<file path="src/rtl/ofifo_pkg.sv">
// ofifo_pkg: shared sizing constants for the per-column output FIFO.
package ofifo_pkg;
    localparam int COL = 8;
    localparam int PSUM_BW = 16;
    localparam int DEPTH = 16;
    localparam int PTR_W = $clog2(DEPTH) + 1;
endpackage

</file>
<file path="src/rtl/ofifo_lane.sv">
// ofifo_lane: single-lane show-ahead FIFO, async active-low reset, extra pointer MSB tells full from empty.
module ofifo_lane
    import ofifo_pkg::*;
#(
    parameter int w = PSUM_BW,
    parameter int depth = DEPTH
) (
    input  logic         clk,
    input  logic         reset,
    input  logic         wr,
    input  logic         pop,
    input  logic [w-1:0] din,
    output logic [w-1:0] dout,
    output logic         empty,
    output logic         full,
    output logic         drop
);
    localparam int pw = $clog2(depth) + 1;
    logic [w-1:0] mem [depth];
    logic [pw-1:0] wr_ptr, rd_ptr;
    logic push;
    assign empty = wr_ptr == rd_ptr;
    assign full = (wr_ptr[pw-1] != rd_ptr[pw-1]) && (wr_ptr[pw-2:0] == rd_ptr[pw-2:0]);
    // a pop on the same edge frees the slot a full lane is about to reuse
    assign push = wr && (!full || pop);
    assign drop = wr && full && !pop;
    assign dout = mem[rd_ptr[pw-2:0]];
    always_ff @(posedge clk or negedge reset) begin
        if (!reset) begin
            wr_ptr <= '0;
            rd_ptr <= '0;
        end else begin
            if (push) wr_ptr <= wr_ptr + 1'b1;
            if (pop) rd_ptr <= rd_ptr + 1'b1;
        end
    end
    always_ff @(posedge clk)
        if (push) mem[wr_ptr[pw-2:0]] <= din;
endmodule

</file>
<file path="src/rtl/ofifo.sv">
// ofifo: per-column output FIFO bank with row-synchronous pop.
// Define OFIFO_OVF_EN to enable the sticky overflow flag o_ovf.
module ofifo
    import ofifo_pkg::*;
#(
    parameter int col = COL,
    parameter int psum_bw = PSUM_BW,
    parameter int depth = DEPTH
) (
    input  logic                   clk,
    input  logic                   reset,
    input  logic [col*psum_bw-1:0] in,
    input  logic [col-1:0]         wr,
    input  logic                   rd,
    output logic [col*psum_bw-1:0] out,
    output logic                   o_valid,
    output logic                   o_ready,
    output logic                   o_full,
    output logic                   o_ovf
);
    logic [col-1:0] empty, full, drop;
    logic [col*psum_bw-1:0] head;
    logic pop;
    assign o_valid = ~|empty;
    assign o_full = |full;
    assign o_ready = ~o_full;
    assign pop = rd & o_valid;
    assign out = o_valid ? head : '0;
    for (genvar i = 0; i < col; i++) begin : g_lane
        ofifo_lane #(.w(psum_bw), .depth(depth)) u_lane (
            .clk(clk),
            .reset(reset),
            .wr(wr[i]),
            .pop(pop),
            .din(in[psum_bw*i +: psum_bw]),
            .dout(head[psum_bw*i +: psum_bw]),
            .empty(empty[i]),
            .full(full[i]),
            .drop(drop[i])
        );
    end
`ifdef OFIFO_OVF_EN
    always_ff @(posedge clk or negedge reset) begin
        if (!reset) o_ovf <= 1'b0;
        else if (|drop) o_ovf <= 1'b1;
    end
`else
    logic unused_drop;
    assign unused_drop = |drop;
    assign o_ovf = 1'b0;
`endif
endmodule
</file>
<file path="config.mk">
export PLATFORM = sky130hd
export DESIGN_NAME = ofifo
export DESIGN_NICKNAME = d
export VERILOG_FILES = /design/src/rtl/ofifo_pkg.sv /design/src/rtl/ofifo_lane.sv /design/src/rtl/ofifo.sv
export SDC_FILE = /design/constraint.sdc
export NUM_CORES = 2
export LEC_CHECK = 0
export BUFFER_PORTS_ARGS = -buffer_cell sky130_fd_sc_hd__buf_4
export CAP_MARGIN = 10
export CORE_ASPECT_RATIO = 1.25
export CORE_MARGIN = 5
export CORE_UTILIZATION = 42
export DETAILED_ROUTE_END_ITERATION = 8
export PLACE_DENSITY = 0.66
export SYNTH_ARGS = -nofsm -noshare
export SYNTH_HDL_FRONTEND = slang
export SYNTH_SLANG_ARGS = --single-unit
export TNS_END_PERCENT = 10
</file>
<file path="constraint.sdc">
create_clock -name clk -period 3.6 [get_ports clk]
set_input_delay 0.54 -clock clk [delete_from_list [all_inputs] [get_ports clk]]
set_output_delay 0.54 -clock clk [all_outputs]
set_load 0.005 [all_outputs]
</file>
# Word-level counts from Yosys, hierarchy flattened
# Memories as Yosys holds them, arrays and structs flattened.
# Index checks and enable logic that the tools add are counted.
# op_classes
addsub,16
n_eq_ne,24
n_mux,17
n_bitwise,2
reduce_logical,35
# op_table
operator,n
$mux 128,1
$add 5x1->5 const B,16
$eq 5x5->1,8
$eq 4x4->1,8
$logic_and 1x1->1,16
$mux 1,16
$reduce_or 8->1,2
$logic_not 1->1,9
$logic_or 1x1->1,8
$ne 1x1->1,8
$and 1x1->1,1
$not 1->1,1
# word_totals
regBits,80
ram_bits,2048
inputBits,139
output_inout_bits,132
wordCells,118
mem_count,8
# memory_table
memory,depth,word_bits,read_ports,rd_ports_with_merged_regs,wr,line_no,source
g_lane[0].u_lane.mem,16,16,1,0,1,ofifo_lane.sv:19,logic [w-1:0] mem [depth];
g_lane[1].u_lane.mem,16,16,1,0,1,ofifo_lane.sv:19,
g_lane[2].u_lane.mem,16,16,1,0,1,ofifo_lane.sv:19,
g_lane[3].u_lane.mem,16,16,1,0,1,ofifo_lane.sv:19,
g_lane[4].u_lane.mem,16,16,1,0,1,ofifo_lane.sv:19,
g_lane[5].u_lane.mem,16,16,1,0,1,ofifo_lane.sv:19,
2 more memories,n/a,n/a,n/a,n/a,n/a,n/a,

# Longest topological paths before layout
# depth
word_depth,8
depth_mapped,11
mapped_depth_nobuf,7

# Cells and area by module
# A second synthesis with hierarchy kept.
# unflattened
hier_cells,4366
hier_area_um2,86170.1
# modules_own_cells
module,n_inst,cells_per_inst,area_each_um2,seq_area_each_um2
ofifo_lane at g_lane[0].u_lane ...,6,499,10472.5,7937.6
ofifo_lane at g_lane[6].u_lane,1,521,10796.6,7937.6
ofifo_lane at g_lane[7].u_lane,1,554,10575.1,7937.6
ofifo,1,297,1963.1,0.0

# Worst setup path after synthesis
# OpenSTA, ideal clock, no wires.
# synth_path
kind,register to register
startpoint,reg g_lane[1].u_lane.rd_ptr[3]
endpoint,"mem g_lane[2].u_lane.mem[0][0] (netlist bit), enable pin"
setup_time_ns,0.430
arrival_time_ns,3.488
t_required_ns,3.170
setup_slack_ns,-0.318
stages_incl_launch_ff,11
path_buffers,3
synth_period_minus_slack_ns,3.918
path_cell_list,dfrtp_1 buf_4 xnor2_1 nand4_1 o22ai_1 or4_1 buf_2 clkinv_4 a21boi_2 buf_2 nor4_1
# synth_between
elab_chain_len,8
# synth_rtl
element,line_no,source
start: declaration,ofifo_lane.sv:20,"logic [pw-1:0] wr_ptr, rd_ptr;"
start signal: assignment,ofifo_lane.sv:34,if (pop) rd_ptr <= rd_ptr + 1'b1;
$eq 5x5->1,ofifo_lane.sv:22,assign empty = wr_ptr == rd_ptr;
$reduce_or 8->1,ofifo.sv:24,assign o_valid = ~|empty;
$logic_not 1->1,ofifo.sv:24,
$and 1x1->1,ofifo.sv:27,assign pop = rd & o_valid;
$logic_or 1x1->1,ofifo_lane.sv:25,assign push = wr && (!full || pop);
$logic_and 1x1->1,ofifo_lane.sv:25,
$mux 1,ofifo_lane.sv:38,if (push) mem[wr_ptr[pw-2:0]] <= din;
$mux 1 (not written as such),ofifo_lane.sv:38,
end: declaration,ofifo_lane.sv:19,
# Every way passes these cells.

# Worst setup path in the final report
# layout_path
startpoint,reg g_lane[4].u_lane.rd_ptr[0]
endpoint,out out[67]
# layout_between
elab_chain_len,3
elab_cells_between_ends,4
cone_classes,1 x eq/ne; 1 x mux; 1 x reduce/logical; 1 x memory
# layout_rtl
element,line_no,source
start: declaration,ofifo_lane.sv:20,
start signal: assignment,ofifo_lane.sv:34,
"parallel branches: the longest is 2 deep, another holds $mem_v2 16x16",n/a,
$mux 128 *,ofifo.sv:28,assign out = o_valid ? head : '0;
end: declaration,ofifo.sv:15,"output logic [col*psum_bw-1:0] out,"
# Every way passes the cells marked *.

==> load_flow_metrics.sql <==
INSERT INTO impl_metrics (metric_group, metric, value, unit) VALUES
('outcome', 'outcome', 'finished with violations', ''),
('outcome', 'violated_checks', 'negative setup slack', ''),
('power', 'ir_drop', '0.960', 'mV'),
('global_route', 'antenna_found_initial', '23', ''),
('floorplanning', 'fp.dieArea', '210000', 'um^2'),
('global_route', 'grt_first_pass_wirelength', '287000', 'um'),
('final_layout', 'fillers', '15700', ''),
('final_layout', 'layout-area-overhead-vs-synth', '19.2', '%'),
('floorplanning', 'dieHeight', '511', 'um'),
('global_route', 'total_routing_usage_gr', '18.3', '%'),
('synthesis', 'mappedNetlistArea', '84400', 'um^2'),
('setup_path', 'critPathBufInv', '2', ''),
('timing', 'final_cycle_utilization_of_the_critical_path', '101', '%'),
('timing', 'timing.final.setup_violations', '19', ''),
('timing', 'timing.final.ws_setup', '-0.0468', 'ns'),
('synthesis', 'syn-num-nets', '3983', ''),
('power', 'comb_power_share', '39.5', '%'),
('timing', 'report.final.slew_viol_count', '0', ''),
('detailed_routing', 'drtIter0Drc', '4148', ''),
('cts', 'clock_sink_count', '2128', ''),
('timing', 'grt_setup_unrepaired', 'yes', ''),
('detailed_routing', 'count_of_vias_placed_by_the_detailed_router', '40900', ''),
('final_layout', 'register_area', '63500', 'um^2'),
('timing', 'final_worst_clock_skew', '0.0567', 'ns'),
('placed_design', 'gp_congestion', '0.751', ''),
('setup_path', 'path_common_cell', 'mux4_2', ''),
('setup_path', 'data_required_time_at_the_worst_endpoint', '3.06', 'ns'),
('timing', 'timing.slew.headroom', '20.2', '%'),
('final_layout', 'fin_cells', '7289', ''),
('setup_path', 'startpoint_types', 'flip-flop', ''),
('synthesis', 'synth_largest_type_area_fraction', '72.8', '%'),
('setup_path', 'critPathArrivalTime', '3.11', 'ns'),
('power', 'pwr-share-seq', '35.6', '%'),
('setup_path', 'timing.critical_path.to_type', 'output port', ''),
('floorplanning', 'die_width', '411', 'um'),
('floorplanning', 'floorplan.initialDensity', '42.1', '%'),
('floorplanning', 'num_rows', '184', ''),
('global_route', 'globalRoute.totalOverflow', '0', ''),
('placed_design', 'post-dp-hpwl', '113000', 'um'),
('setup_path', 'crit_path_max_incr_delay', '0.58', 'ns'),
('synthesis', 'synth.yosys.warnings', '0', ''),
('power', 'share_clk_of_total_power', '24.9', '%'),
('cts', 'ctsLongestPathBuffers', '3', ''),
('floorplanning', 'ioPinCount', '271', ''),
('synthesis', 'synth-seq-area-share', '75.2', '%'),
('run', 'drv_cap', '0', ''),
('setup_path', 'critical_path_class', 'reg -> out', ''),
('synthesis', 'synth.top_cells.by_area', 'edfxtp_1 (73%), mux4_2 (17%), dfrtp_1 (2.4%)', ''),
('timing', 'worst-slew-pin-transition', '1.19', 'ns'),
('synthesis', 'synth_top_cells_by_count', 'edfxtp_1 (2048), mux4_2 (640), clkbuf_1 (162)', ''),
('min_path', 'hp-class', 'in -> reg', ''),
('power', 'total_leakage_power', '32.3', 'nW'),
('setup_path', 'worst_path_max_delay_cell', 'dfrtp_4', ''),
('final_layout', 'layout.cell_area.non_filler', '101000', 'um^2'),
('cts', 'tritoncts.num_buffers', '203', ''),
('detailed_routing', 'residual_drc', '0', ''),
('cts', 'h-tree-depth', '4', ''),
('placed_design', 'dpl.cell_count', '6737', ''),
('final_layout', 'final_util', '50.2', '%'),
('placed_design', 'io_buffer_count', '269', ''),
('final_layout', 'combined_area_of_the_multi_input_logic_cells', '20600', 'um^2'),
('detailed_routing', 'routed_wirelength', '195000', 'um'),
('power', 'power_density', '870', 'nW/um^2'),
('setup_path', 'reg2reg_setup_slack', '0.16', 'ns'),
('detailed_routing', 'drtPass1Iterations', '6', ''),
('detailed_routing', 'ant_nets', '0', ''),
('power', 'p_int', '0.0597', 'W'),
('cts', 'tritoncts', 'done', ''),
('synthesis', 'count_of_flip_flops_with_a_built_in_enable_after_synthesis', '2048', ''),
('final_layout', 'finalNetCount', '4588', ''),
('global_route', 'number_of_global_route_vias_before_repair', '42700', '');
==> layer usage <==
layer  track usage [%]  vias to the layer above  wire, um
met2              30.2                     1354     97900
met4              4.42                       20      3790
met5                 0                        -       139
met3              3.86                      280     13000
met1              25.1                    21900     80300
li1                  -                    17300         -
==> path summary, 6_finish.rpt <==
check,cells after the start,startpoint,endpoint
worst max register to register,10,g_lane[5].u_lane.wr_ptr[0],g_lane[1].u_lane.mem[9][4]
worst min-delay path,3,wr[5],g_lane[5].u_lane.wr_ptr[1]
min in group asynchronous,2,reset,g_lane[3].u_lane.rd_ptr[2]
max in group asynchronous,3,reset,g_lane[5].u_lane.rd_ptr[0]
worst max-delay path,5,g_lane[4].u_lane.rd_ptr[0],out[67]
worst min register to register,1,g_lane[6].u_lane.rd_ptr[4],g_lane[6].u_lane.rd_ptr[4]
==> final cells by class <==
| type | instances | area share [%] |
|---|---|---|
| diodes | 9 | 0.0224 |
| clock buffers | 242 | 5.27 |
| clock inverters | 137 | 1.57 |
| inverters | 19 | 0.0982 |
| multi-input cells | 1402 | 20.5 |
| flip-flops and latches | 2128 | 63.1 |
| well taps | 2697 | 3.35 |
| repair buffers | 653 | 6.04 |
| repair inverters | 2 | 0.0199 |
==> registers in the layout (all words and copies together) (netlist names) <==
name and cells:
g_lane.u_lane.mem 2048, g_lane.u_lane.rd_ptr 40, g_lane.u_lane.wr_ptr 40
==> worst min-delay path, stage by stage <==
cell and delay, ns:
buf_4 0.16, nand4_1 0.09, nand3_1 0.07
==> cells by family (layout without fill, tap and decap cells) <==
family                     after synthesis  count (layout)  share of synthesized area (%)
AOI/OAI and AO/OA                       84              84                          0.800
xor gates and xnor gates                72              72                          0.747
adders and majority gates               40              40                          0.593
buffers and inverters                  274            1053                           1.39
DFF                                   2128            2128                           75.2
muxes                                  648             648                           17.2
other                                    1              10                        0.00444
and+or+nand+nor                        557             557                           4.06
==> power by group through the flow <==
stage / Sequential [W] / Combinational [W] / Clock [W]
2_1_floorplan: 0.0313 / 0.0190 / 0
3_3_place_gp: 0.0314 / 0.0317 / 0
3_5_place_dp: 0.0316 / 0.0320 / 0
4_1_cts: 0.0312 / 0.0340 / 0.0223
5_1_grt: 0.0314 / 0.0371 / 0.0233
6_report: 0.0312 / 0.0346 / 0.0218
==> layout by cell type (no fill, tap or decap), drive strengths merged, types with 4 or more instances in the layout <==
master | synthesis | routed
edfxtp | 2048 | 2048
mux4 | 640 | 640
buf | 93 | 509
clkbuf | 162 | 255
dlygate4sd3 | 0 | 131
and2 | 128 | 128
clkinv | 2 | 95
dfrtp | 80 | 80
nand2 | 74 | 74
nand3 | 72 | 72
nor4b | 64 | 64
nor3 | 48 | 48
xnor2 | 40 | 40
nand4 | 40 | 40
ha | 40 | 40
nor2 | 40 | 40
nor4 | 34 | 34
xor2 | 32 | 32
inv | 17 | 29
bufinv | 0 | 26
a311oi | 24 | 24
or4 | 17 | 17
o211ai | 16 | 16
a21boi | 16 | 16
diode | 0 | 9
and3 | 8 | 8
nand4b | 8 | 8
nor4bb | 8 | 8
a31oi | 8 | 8
nor3b | 8 | 8
o21ai | 8 | 8
o311a | 8 | 8
clkinvlp | 0 | 8
mux2 | 8 | 8
nor2b | 7 | 7
o22ai | 4 | 4
==> what timing repair did <==
item | in CTS | in global routing
endpoints found under the hold margin | 2093 | 0
hold buffers | 131 | 0
gates cloned | 9 | 14
resized for setup | 76 | 17
pin swaps | 31 | 8
setup endpoints to repair | 131 | 131
setup buffers | 5 | 5
==> stage by stage <==
stage | setup WS (ns) | power [W] | hold WS, ns
2_1_floorplan | -0.318 | 0.0503 | 0.244
3_3_place_gp | 0.301 | 0.0631 | 0.473
3_5_place_dp | 0.230 | 0.0635 | 0.477
4_1_cts | -0.234 | 0.0874 | 0.00125
5_1_grt | -0.177 | 0.0918 | 0.0487
6_report | -0.0468 | 0.0875 | 0.0921
Note: power is estimated with default switching activity, not from simulation.
